[src/rtl/smem_update_ctrl_pkg.sv]
// Shared types and sizes for the screen-memory update controller.
// Optional SMEM_FAIR_EN selects round-robin port arbitration (see smem_port_arbiter).
package smem_pkg;

  localparam int NCHARS     = 4;
  localparam int SMEM_SIZE  = 1200;
  localparam int NCOLS      = 40;
  localparam int SMEM_ABITS = $clog2(SMEM_SIZE);
  localparam int CHAR_BITS  = $clog2(NCHARS);

  typedef enum logic [2:0] {
    IDLE,
    CLR_WR,
    SC_RD,
    SC_WR,
    FILL,
    DONE
  } engine_state_t;

  typedef enum logic {
    OP_CLEAR  = 1'b0,
    OP_SCROLL = 1'b1
  } op_t;

endpackage

[src/rtl/smem_update_ctrl_if.sv]
// CPU write port, engine command/status and screen-memory port of smem_update_ctrl.
// master = environment side, slave = controller side.
interface smem_update_ctrl_if
  import smem_pkg::*;
#(
  parameter int ABITS = SMEM_ABITS,
  parameter int CBITS = CHAR_BITS
) ();

  logic             cpu_req;
  logic [ABITS-1:0] cpu_addr;
  logic [CBITS-1:0] cpu_wdata;
  logic             cpu_gnt;

  logic             cmd_valid;
  logic             cmd_op;
  logic [CBITS-1:0] cmd_fill;
  logic             cmd_ready;
  logic             busy;
  logic             done;

  logic [ABITS-1:0] mem_addr;
  logic             mem_we;
  logic [CBITS-1:0] mem_wdata;
  logic [CBITS-1:0] mem_rdata;

  modport master (
    output cpu_req, cpu_addr, cpu_wdata, cmd_valid, cmd_op, cmd_fill, mem_rdata,
    input  cpu_gnt, cmd_ready, busy, done, mem_addr, mem_we, mem_wdata
  );

  modport slave (
    input  cpu_req, cpu_addr, cpu_wdata, cmd_valid, cmd_op, cmd_fill, mem_rdata,
    output cpu_gnt, cmd_ready, busy, done, mem_addr, mem_we, mem_wdata
  );

endinterface

[src/rtl/smem_port_arbiter.sv]
// Two-requester arbiter for the screen-memory port (CPU vs block engine).
// Default: CPU strict priority. With SMEM_FAIR_EN: engine wins the slot right after a CPU grant.
module smem_port_arbiter (
`ifdef SMEM_FAIR_EN
  input  logic clk,
  input  logic reset,
`endif
  input  logic cpu_req,
  input  logic eng_req,
  output logic cpu_gnt,
  output logic eng_gnt,
  output logic sel_cpu
);

`ifdef SMEM_FAIR_EN
  logic last_cpu;

  always_ff @(posedge clk) begin
    if (reset) last_cpu <= 1'b0;
    else       last_cpu <= cpu_gnt;
  end

  assign eng_gnt = eng_req & (~cpu_req | last_cpu);
`else
  assign eng_gnt = eng_req & ~cpu_req;
`endif

  assign cpu_gnt = cpu_req & ~eng_gnt;
  assign sel_cpu = cpu_gnt;

endmodule

[src/rtl/smem_update_ctrl.sv]
// Screen-memory port owner: CPU stores arbitrated against a CLEAR/SCROLL block engine.
// Build option SMEM_FAIR_EN switches the port arbiter to round-robin.
//
// state  | meaning
// IDLE   | waiting for a command, cmd_ready=1
// CLR_WR | CLEAR: write fill to ptr
// SC_RD  | SCROLL: read ptr+ncols
// SC_WR  | SCROLL: write read data to ptr
// FILL   | SCROLL: write fill to the bottom row
// DONE   | command finished, done pulses next cycle
module smem_update_ctrl
  import smem_pkg::*;
#(
  parameter int Nchars    = NCHARS,
  parameter int smem_size = SMEM_SIZE,
  parameter int ncols     = NCOLS
) (
  input logic              clk,
  input logic              reset,
  smem_update_ctrl_if.slave bus
);

  localparam int ABITS = $clog2(smem_size);
  localparam int CBITS = $clog2(Nchars);
  localparam logic [ABITS-1:0] LAST_ADDR  = ABITS'(smem_size - 1);
  localparam logic [ABITS-1:0] SC_LAST    = ABITS'(smem_size - ncols - 1);
  localparam logic [ABITS-1:0] FILL_START = ABITS'(smem_size - ncols);
  localparam logic [ABITS-1:0] ROW_STEP   = ABITS'(ncols);
  localparam logic [ABITS-1:0] ONE        = ABITS'(1);

  engine_state_t    state, state_nx;
  logic [ABITS-1:0] ptr, ptr_nx;
  logic [CBITS-1:0] fill, hold;
  logic             rd_pend, done_q;
  logic             accept;
  logic             eng_req, eng_we, eng_gnt, cpu_gnt, sel_cpu;
  logic [ABITS-1:0] eng_addr;
  logic [CBITS-1:0] eng_wdata;

  assign accept = bus.cmd_valid && (state == IDLE);

  smem_port_arbiter u_arb (
`ifdef SMEM_FAIR_EN
    .clk     (clk),
    .reset   (reset),
`endif
    .cpu_req (bus.cpu_req & ~reset),
    .eng_req (eng_req & ~reset),
    .cpu_gnt (cpu_gnt),
    .eng_gnt (eng_gnt),
    .sel_cpu (sel_cpu)
  );

  always_ff @(posedge clk) begin
    if (reset) begin
      state   <= IDLE;
      ptr     <= '0;
      fill    <= '0;
      hold    <= '0;
      rd_pend <= 1'b0;
      done_q  <= 1'b0;
    end else begin
      state   <= state_nx;
      ptr     <= ptr_nx;
      rd_pend <= eng_gnt && (state == SC_RD);
      done_q  <= (state == DONE);
      if (rd_pend) hold <= bus.mem_rdata;
      if (accept)  fill <= bus.cmd_fill;
    end
  end

  always_comb begin
    state_nx  = state;
    ptr_nx    = ptr;
    eng_req   = 1'b0;
    eng_we    = 1'b0;
    eng_addr  = ptr;
    eng_wdata = fill;
    case (state)
      IDLE: begin
        if (accept) begin
          state_nx = (op_t'(bus.cmd_op) == OP_SCROLL) ? SC_RD : CLR_WR;
          ptr_nx   = '0;
        end
      end
      CLR_WR, FILL: begin
        eng_req = 1'b1;
        eng_we  = 1'b1;
        if (eng_gnt) begin
          if (ptr == LAST_ADDR) state_nx = DONE;
          else                  ptr_nx   = ptr + ONE;
        end
      end
      SC_RD: begin
        eng_req  = 1'b1;
        eng_addr = ptr + ROW_STEP;
        if (eng_gnt) state_nx = SC_WR;
      end
      SC_WR: begin
        eng_req   = 1'b1;
        eng_we    = 1'b1;
        // read data is only on mem_rdata in the cycle after the read; later the hold copy is used
        eng_wdata = rd_pend ? bus.mem_rdata : hold;
        if (eng_gnt) begin
          if (ptr == SC_LAST) begin
            ptr_nx   = FILL_START;
            state_nx = FILL;
          end else begin
            ptr_nx   = ptr + ONE;
            state_nx = SC_RD;
          end
        end
      end
      DONE:    state_nx = IDLE;
      default: state_nx = IDLE;
    endcase
  end

  always_comb begin
    bus.mem_we    = 1'b0;
    bus.mem_addr  = '0;
    bus.mem_wdata = '0;
    if (sel_cpu) begin
      bus.mem_we    = 1'b1;
      bus.mem_addr  = bus.cpu_addr;
      bus.mem_wdata = bus.cpu_wdata;
    end else if (eng_gnt) begin
      bus.mem_we    = eng_we;
      bus.mem_addr  = eng_addr;
      bus.mem_wdata = eng_wdata;
    end
  end

  assign bus.cpu_gnt   = cpu_gnt;
  assign bus.cmd_ready = (state == IDLE);
  assign bus.busy      = (state != IDLE);
  assign bus.done      = done_q;

endmodule

[src/flat_wrapper.sv]
// flat-port wrapper written by rule: the top's interface ports become plain ports
module smem_update_ctrl_flat import smem_pkg::*;
#(
  parameter int Nchars    = NCHARS,
  parameter int smem_size = SMEM_SIZE,
  parameter int ncols     = NCOLS
)
  (clk, reset, bus_cpu_req, bus_cpu_addr, bus_cpu_wdata, bus_cmd_valid, bus_cmd_op, bus_cmd_fill, bus_mem_rdata, bus_cpu_gnt, bus_cmd_ready, bus_busy, bus_done, bus_mem_addr, bus_mem_we, bus_mem_wdata);
  smem_update_ctrl_if bus_i ();
  input logic clk;
  input logic reset;
  input wire logic [$bits(bus_i.cpu_req)-1:0] bus_cpu_req;
  input wire logic [$bits(bus_i.cpu_addr)-1:0] bus_cpu_addr;
  input wire logic [$bits(bus_i.cpu_wdata)-1:0] bus_cpu_wdata;
  input wire logic [$bits(bus_i.cmd_valid)-1:0] bus_cmd_valid;
  input wire logic [$bits(bus_i.cmd_op)-1:0] bus_cmd_op;
  input wire logic [$bits(bus_i.cmd_fill)-1:0] bus_cmd_fill;
  input wire logic [$bits(bus_i.mem_rdata)-1:0] bus_mem_rdata;
  output wire logic [$bits(bus_i.cpu_gnt)-1:0] bus_cpu_gnt;
  output wire logic [$bits(bus_i.cmd_ready)-1:0] bus_cmd_ready;
  output wire logic [$bits(bus_i.busy)-1:0] bus_busy;
  output wire logic [$bits(bus_i.done)-1:0] bus_done;
  output wire logic [$bits(bus_i.mem_addr)-1:0] bus_mem_addr;
  output wire logic [$bits(bus_i.mem_we)-1:0] bus_mem_we;
  output wire logic [$bits(bus_i.mem_wdata)-1:0] bus_mem_wdata;
  assign bus_i.cpu_req = bus_cpu_req;
  assign bus_i.cpu_addr = bus_cpu_addr;
  assign bus_i.cpu_wdata = bus_cpu_wdata;
  assign bus_i.cmd_valid = bus_cmd_valid;
  assign bus_i.cmd_op = bus_cmd_op;
  assign bus_i.cmd_fill = bus_cmd_fill;
  assign bus_i.mem_rdata = bus_mem_rdata;
  assign bus_cpu_gnt = bus_i.cpu_gnt;
  assign bus_cmd_ready = bus_i.cmd_ready;
  assign bus_busy = bus_i.busy;
  assign bus_done = bus_i.done;
  assign bus_mem_addr = bus_i.mem_addr;
  assign bus_mem_we = bus_i.mem_we;
  assign bus_mem_wdata = bus_i.mem_wdata;
  smem_update_ctrl #(.Nchars(Nchars), .smem_size(smem_size), .ncols(ncols)) u_core (.clk(clk), .reset(reset), .bus(bus_i));
endmodule
[config.mk]
export PLATFORM = sky130hd
export DESIGN_NAME = smem_update_ctrl_flat
export DESIGN_NICKNAME = d
export VERILOG_FILES = /design/src/rtl/smem_update_ctrl_pkg.sv /design/src/rtl/smem_update_ctrl_if.sv /design/src/rtl/smem_port_arbiter.sv /design/src/rtl/smem_update_ctrl.sv /design/src/flat_wrapper.sv
export SDC_FILE = /design/constraint.sdc
export NUM_CORES = 1
export LEC_CHECK = 0
export CORE_MARGIN = 2
export CORE_UTILIZATION = 54
export CTS_BUF_LIST = sky130_fd_sc_hd__clkbuf_2 sky130_fd_sc_hd__clkbuf_4 sky130_fd_sc_hd__clkbuf_8
export DETAILED_ROUTE_END_ITERATION = 8
export HOLD_SLACK_MARGIN = 0.15
export PLACE_DENSITY = 0.92
export SLEW_MARGIN = 20
export SYNTH_ARGS = -nofsm -noshare
export SYNTH_HDL_FRONTEND = slang
export SYNTH_SLANG_ARGS = --single-unit
[constraint.sdc]
create_clock -name clk -period 3.4 [get_ports clk]
set_clock_uncertainty 0.1 [all_clocks]
set_input_delay 0.34 -clock clk [delete_from_list [all_inputs] [get_ports clk]]
set_output_delay 0.34 -clock clk [all_outputs]
set_load 0.01 [all_outputs]
==> impl_metrics.py <==
metrics = {
    "clocking": {
        "clkSlewWorstSetupHoldPaths_ns": 0.11,
        "clock_sink_count": 20,
        "cts_hold_buffers": 0,
        "cts_root_buffer": "sky130_fd_sc_hd__clkbuf_4",
        "cts-resized-gates": 0,
        "tritoncts_clock_tree": "done",
        "cts_htree_levels": 1,
        "source_to_sink_clock_delay_at_the_later_pin_of_the_worst_skew_pair_ns": 0.30,
        "cts_made_buffers": 3,
        "maximum_buffer_depth_of_the_clock_tree": 2,
        "post-cts-setup-buffers": 0,
    },
    "place": {
        "portBuffers": 39,
        "numPlacedInstances": 260,
        "dp.final_hpwl_mm": 2.65,
        "gp_routability_congestion": 0.883,
    },
    "global_routing": {
        "first_global_vias": 1297,
        "grt_antenna_before_repair": 0,
        "total_gr_overflow": 0,
        "grt_util_all_layers": 0.225,
        "pin_count_of_the_biggest_net_entering_global_routing": 18,
        "first_pass_grt_wire_length_mm": 5.71,
    },
    "min_path": {
        "min-delay-start": "u_core.hold[0]",
        "timing.hold.worst.class": "reg -> reg",
    },
    "run": {
        "max_cap_violations": 0,
    },
    "outcome": {
        "run_status": "finished clean",
    },
    "logic_synthesis": {
        "synthCells": 201,
        "prevailing_post_synth_register_cell": "sky130_fd_sc_hd__dfxtp_1",
        "synth.top_cell.area_share": 0.270,
        "synth.ff_latch_count": 20,
        "post_synth_num_cell_types": 51,
        "synth_area_leader_cell": "sky130_fd_sc_hd__dfxtp_1",
        "synth-edff-count": 0,
        "synthesis.area_um2": 1480,
        "synth_fp_nets": 225,
        "syn_avg_cell_area_um2": 7.36,
        "synth.top_cells.by_area": "sky130_fd_sc_hd__dfxtp_1 27%, sky130_fd_sc_hd__o21ai_0 6.1%, sky130_fd_sc_hd__nand2_1 6.1%",
        "seq_area_frac_synth": 0.270,
        "synth_async_sr_flop_share": 0,
        "yosysWarningCount": 0,
    },
    "finish": {
        "final_util": 0.745,
        "layout.nets": 259,
        "layout.area.seq_um2": 400,
        "syn_to_final_growth_pct": 28.1,
        "fillerInstances": 205,
        "area_of_the_multi_input_gates_um2": 988,
        "antenna_cells_inserted": 0,
        "post_route_cells_drive_above_1_share": 0.0730,
        "fin_cells": 263,
    },
    "critical_path": {
        "critPathLaunch": "u_core.state[2]",
        "timing.critical_path.required_ns": 2.96,
        "critical_path.startpoint_type": "register",
        "criticalPathCategory": "reg -> out",
        "crit_path_end_kind": "output pin",
        "crit_path_max_fo": 17,
        "arrival_ns": 2.68,
        "critical_path.reg2reg.startpoint": "u_core.state[0]",
    },
    "drt": {
        "avgRoutedWirePerCell_um": 13.3,
        "wl_mm": 3.50,
        "drt_iter0_drc": 66,
        "detail_route.first_pass.iterations": 4,
        "final_antenna_net_count": 0,
        "detail_route.vias_per_cell": 5.92,
        "vias": 1557,
        "route.detailed.drc": 0,
    },
    "power_and_ir_drop": {
        "vdd.ir_drop.worst_v": 0.000309,
        "leakage_power_nw": 0.633,
        "power_mw": 0.594,
        "powerDensity_nw_per_um2": 313,
    },
    "sta": {
        "maxClockFrequency_mhz": 321,
        "finalMaxSlewViolations": 0,
        "unrepaired_setup_endpoints_after_global_routing": "no",
        "transition_time_at_the_pin_with_the_least_slew_margin_ns": 0.654,
        "report.final.setup_viol": 0,
        "layout_min_cycle_time_ns": 3.12,
        "hold_ws_ns": 0.412,
        "hold_viol": 0,
        "totalNegativeSetupSlack_ns": 0,
        "slew_headroom": 0.564,
        "period_share": 0.918,
    },
    "die": {
        "die_area_um2": 3180,
        "ios": 40,
        "fp.dieW_um": 56.4,
        "chipHeight_um": 56.4,
        "coreArea_um2": 2540,
        "floorplan.initialDensity": 0.582,
        "placementRows": 18,
    },
}
## metal layers
| layer | track usage | up-vias | routed length, um |
|---|---|---|---|
| met5 | 0 | - | 0 |
| met4 | 0.0986 | 0 | 55 |
| met3 | 0.0369 | 8 | 232 |
| met2 | 0.353 | 62 | 1540 |
| met1 | 0.304 | 689 | 1680 |
| li1 | - | 798 | - |
## final timing paths
check | endpoint | slack, ns | depth (start not counted)
max | bus_mem_wdata[0] | 0.28 | 5
min | u_core.hold[0] | 0.41 | 2
max reg2reg | u_core.ptr[4] | 1.15 | 5
min reg2reg | u_core.hold[0] | 0.41 | 2
## per-stage QoR
step,setup WS [ns],area (um^2)
3_5_place_dp,0.619,1870
4_1_cts,0.248,1900
6_report,0.280,1900
5_1_grt,0.0522,1900
2_1_floorplan,1.45,1480
3_3_place_gp,0.696,1870
## cells by family after synthesis
family	count (synthesis)	synth area share
DFF	20	0.270
xor gates and xnor gates	8	0.0600
AOI/OAI and AO/OA	59	0.252
and+or+nand+nor	85	0.304
muxes	5	0.0347
adders and majority gates	2	0.0169
buffers and inverters	22	0.0617
## state kept, by name, indices dropped and copies added (netlist names)
signal and flops:
u_core.fill 2, u_core.ptr 11, u_core.rd_pend 1, u_core.state 3, u_core.bus.done 1, u_core.hold 2
## synth_stat cells, types with 2 or more instances
master / n
sky130_fd_sc_hd__a211oi_1: 4
sky130_fd_sc_hd__a21o_2: 2
sky130_fd_sc_hd__a21oi_1: 14
sky130_fd_sc_hd__a22o_1: 2
sky130_fd_sc_hd__a22oi_1: 2
sky130_fd_sc_hd__and3_1: 2
sky130_fd_sc_hd__buf_1: 2
sky130_fd_sc_hd__buf_2: 4
sky130_fd_sc_hd__clkbuf_1: 6
sky130_fd_sc_hd__dfxtp_1: 20
sky130_fd_sc_hd__ha_1: 2
sky130_fd_sc_hd__inv_1: 9
sky130_fd_sc_hd__mux2i_1: 4
sky130_fd_sc_hd__nand2_1: 24
sky130_fd_sc_hd__nand3_1: 5
sky130_fd_sc_hd__nand4_1: 4
sky130_fd_sc_hd__nor2_1: 24
sky130_fd_sc_hd__nor2b_1: 5
sky130_fd_sc_hd__nor3_1: 7
sky130_fd_sc_hd__nor4_1: 2
sky130_fd_sc_hd__o21a_1: 2
sky130_fd_sc_hd__o21ai_0: 18
sky130_fd_sc_hd__o22ai_1: 2
sky130_fd_sc_hd__o32ai_1: 3
sky130_fd_sc_hd__xnor2_1: 5
sky130_fd_sc_hd__xor2_1: 2
## worst max-delay path: stages (launching register included)
cell and delay (ns):
sky130_fd_sc_hd__dfxtp_1 0.76, sky130_fd_sc_hd__nor2b_1 0.21, sky130_fd_sc_hd__a21o_1 0.26, sky130_fd_sc_hd__o21ai_1 0.45, sky130_fd_sc_hd__o21ai_0 0.18, sky130_fd_sc_hd__clkdlybuf4s50_1 0.51
## cell type report
class | instances | area share
clock buffer | 3 | 0.0119
inverter | 9 | 0.0178
multi-input combinational | 159 | 0.521
sequential | 20 | 0.211
tap | 30 | 0.0198
timing repair buffer | 42 | 0.218
## layout by cell type (no fill, tap or decap), types with 2 or more instances in the layout
| master | netlist | routed |
|---|---|---|
| sky130_fd_sc_hd__a211oi_1 | 4 | 4 |
| sky130_fd_sc_hd__a21o_2 | 2 | 2 |
| sky130_fd_sc_hd__a21oi_1 | 14 | 14 |
| sky130_fd_sc_hd__a22o_1 | 2 | 2 |
| sky130_fd_sc_hd__a22oi_1 | 2 | 2 |
| sky130_fd_sc_hd__and3_1 | 2 | 2 |
| sky130_fd_sc_hd__buf_4 | 1 | 3 |
| sky130_fd_sc_hd__clkbuf_4 | 0 | 3 |
| sky130_fd_sc_hd__clkdlybuf4s50_1 | 0 | 39 |
| sky130_fd_sc_hd__dfxtp_1 | 20 | 20 |
| sky130_fd_sc_hd__ha_1 | 2 | 2 |
| sky130_fd_sc_hd__inv_1 | 9 | 9 |
| sky130_fd_sc_hd__mux2i_1 | 4 | 4 |
| sky130_fd_sc_hd__nand2_1 | 24 | 24 |
| sky130_fd_sc_hd__nand3_1 | 5 | 5 |
| sky130_fd_sc_hd__nand4_1 | 4 | 4 |
| sky130_fd_sc_hd__nor2_1 | 24 | 24 |
| sky130_fd_sc_hd__nor2b_1 | 5 | 5 |
| sky130_fd_sc_hd__nor3_1 | 7 | 7 |
| sky130_fd_sc_hd__nor4_1 | 2 | 2 |
| sky130_fd_sc_hd__o21a_1 | 2 | 2 |
| sky130_fd_sc_hd__o21ai_0 | 18 | 18 |
| sky130_fd_sc_hd__o22ai_1 | 2 | 2 |
| sky130_fd_sc_hd__o32ai_1 | 3 | 3 |
| sky130_fd_sc_hd__xnor2_1 | 5 | 5 |
| sky130_fd_sc_hd__xor2_1 | 2 | 2 |
## power by group
part	internal [mW]	switching [mW]	total, mW
Combinational	0.105	0.105	0.210
Clock	0.0414	0.0738	0.115
Sequential	0.244	0.0238	0.268
No activity file was read; power rests on OpenSTA's default activity.
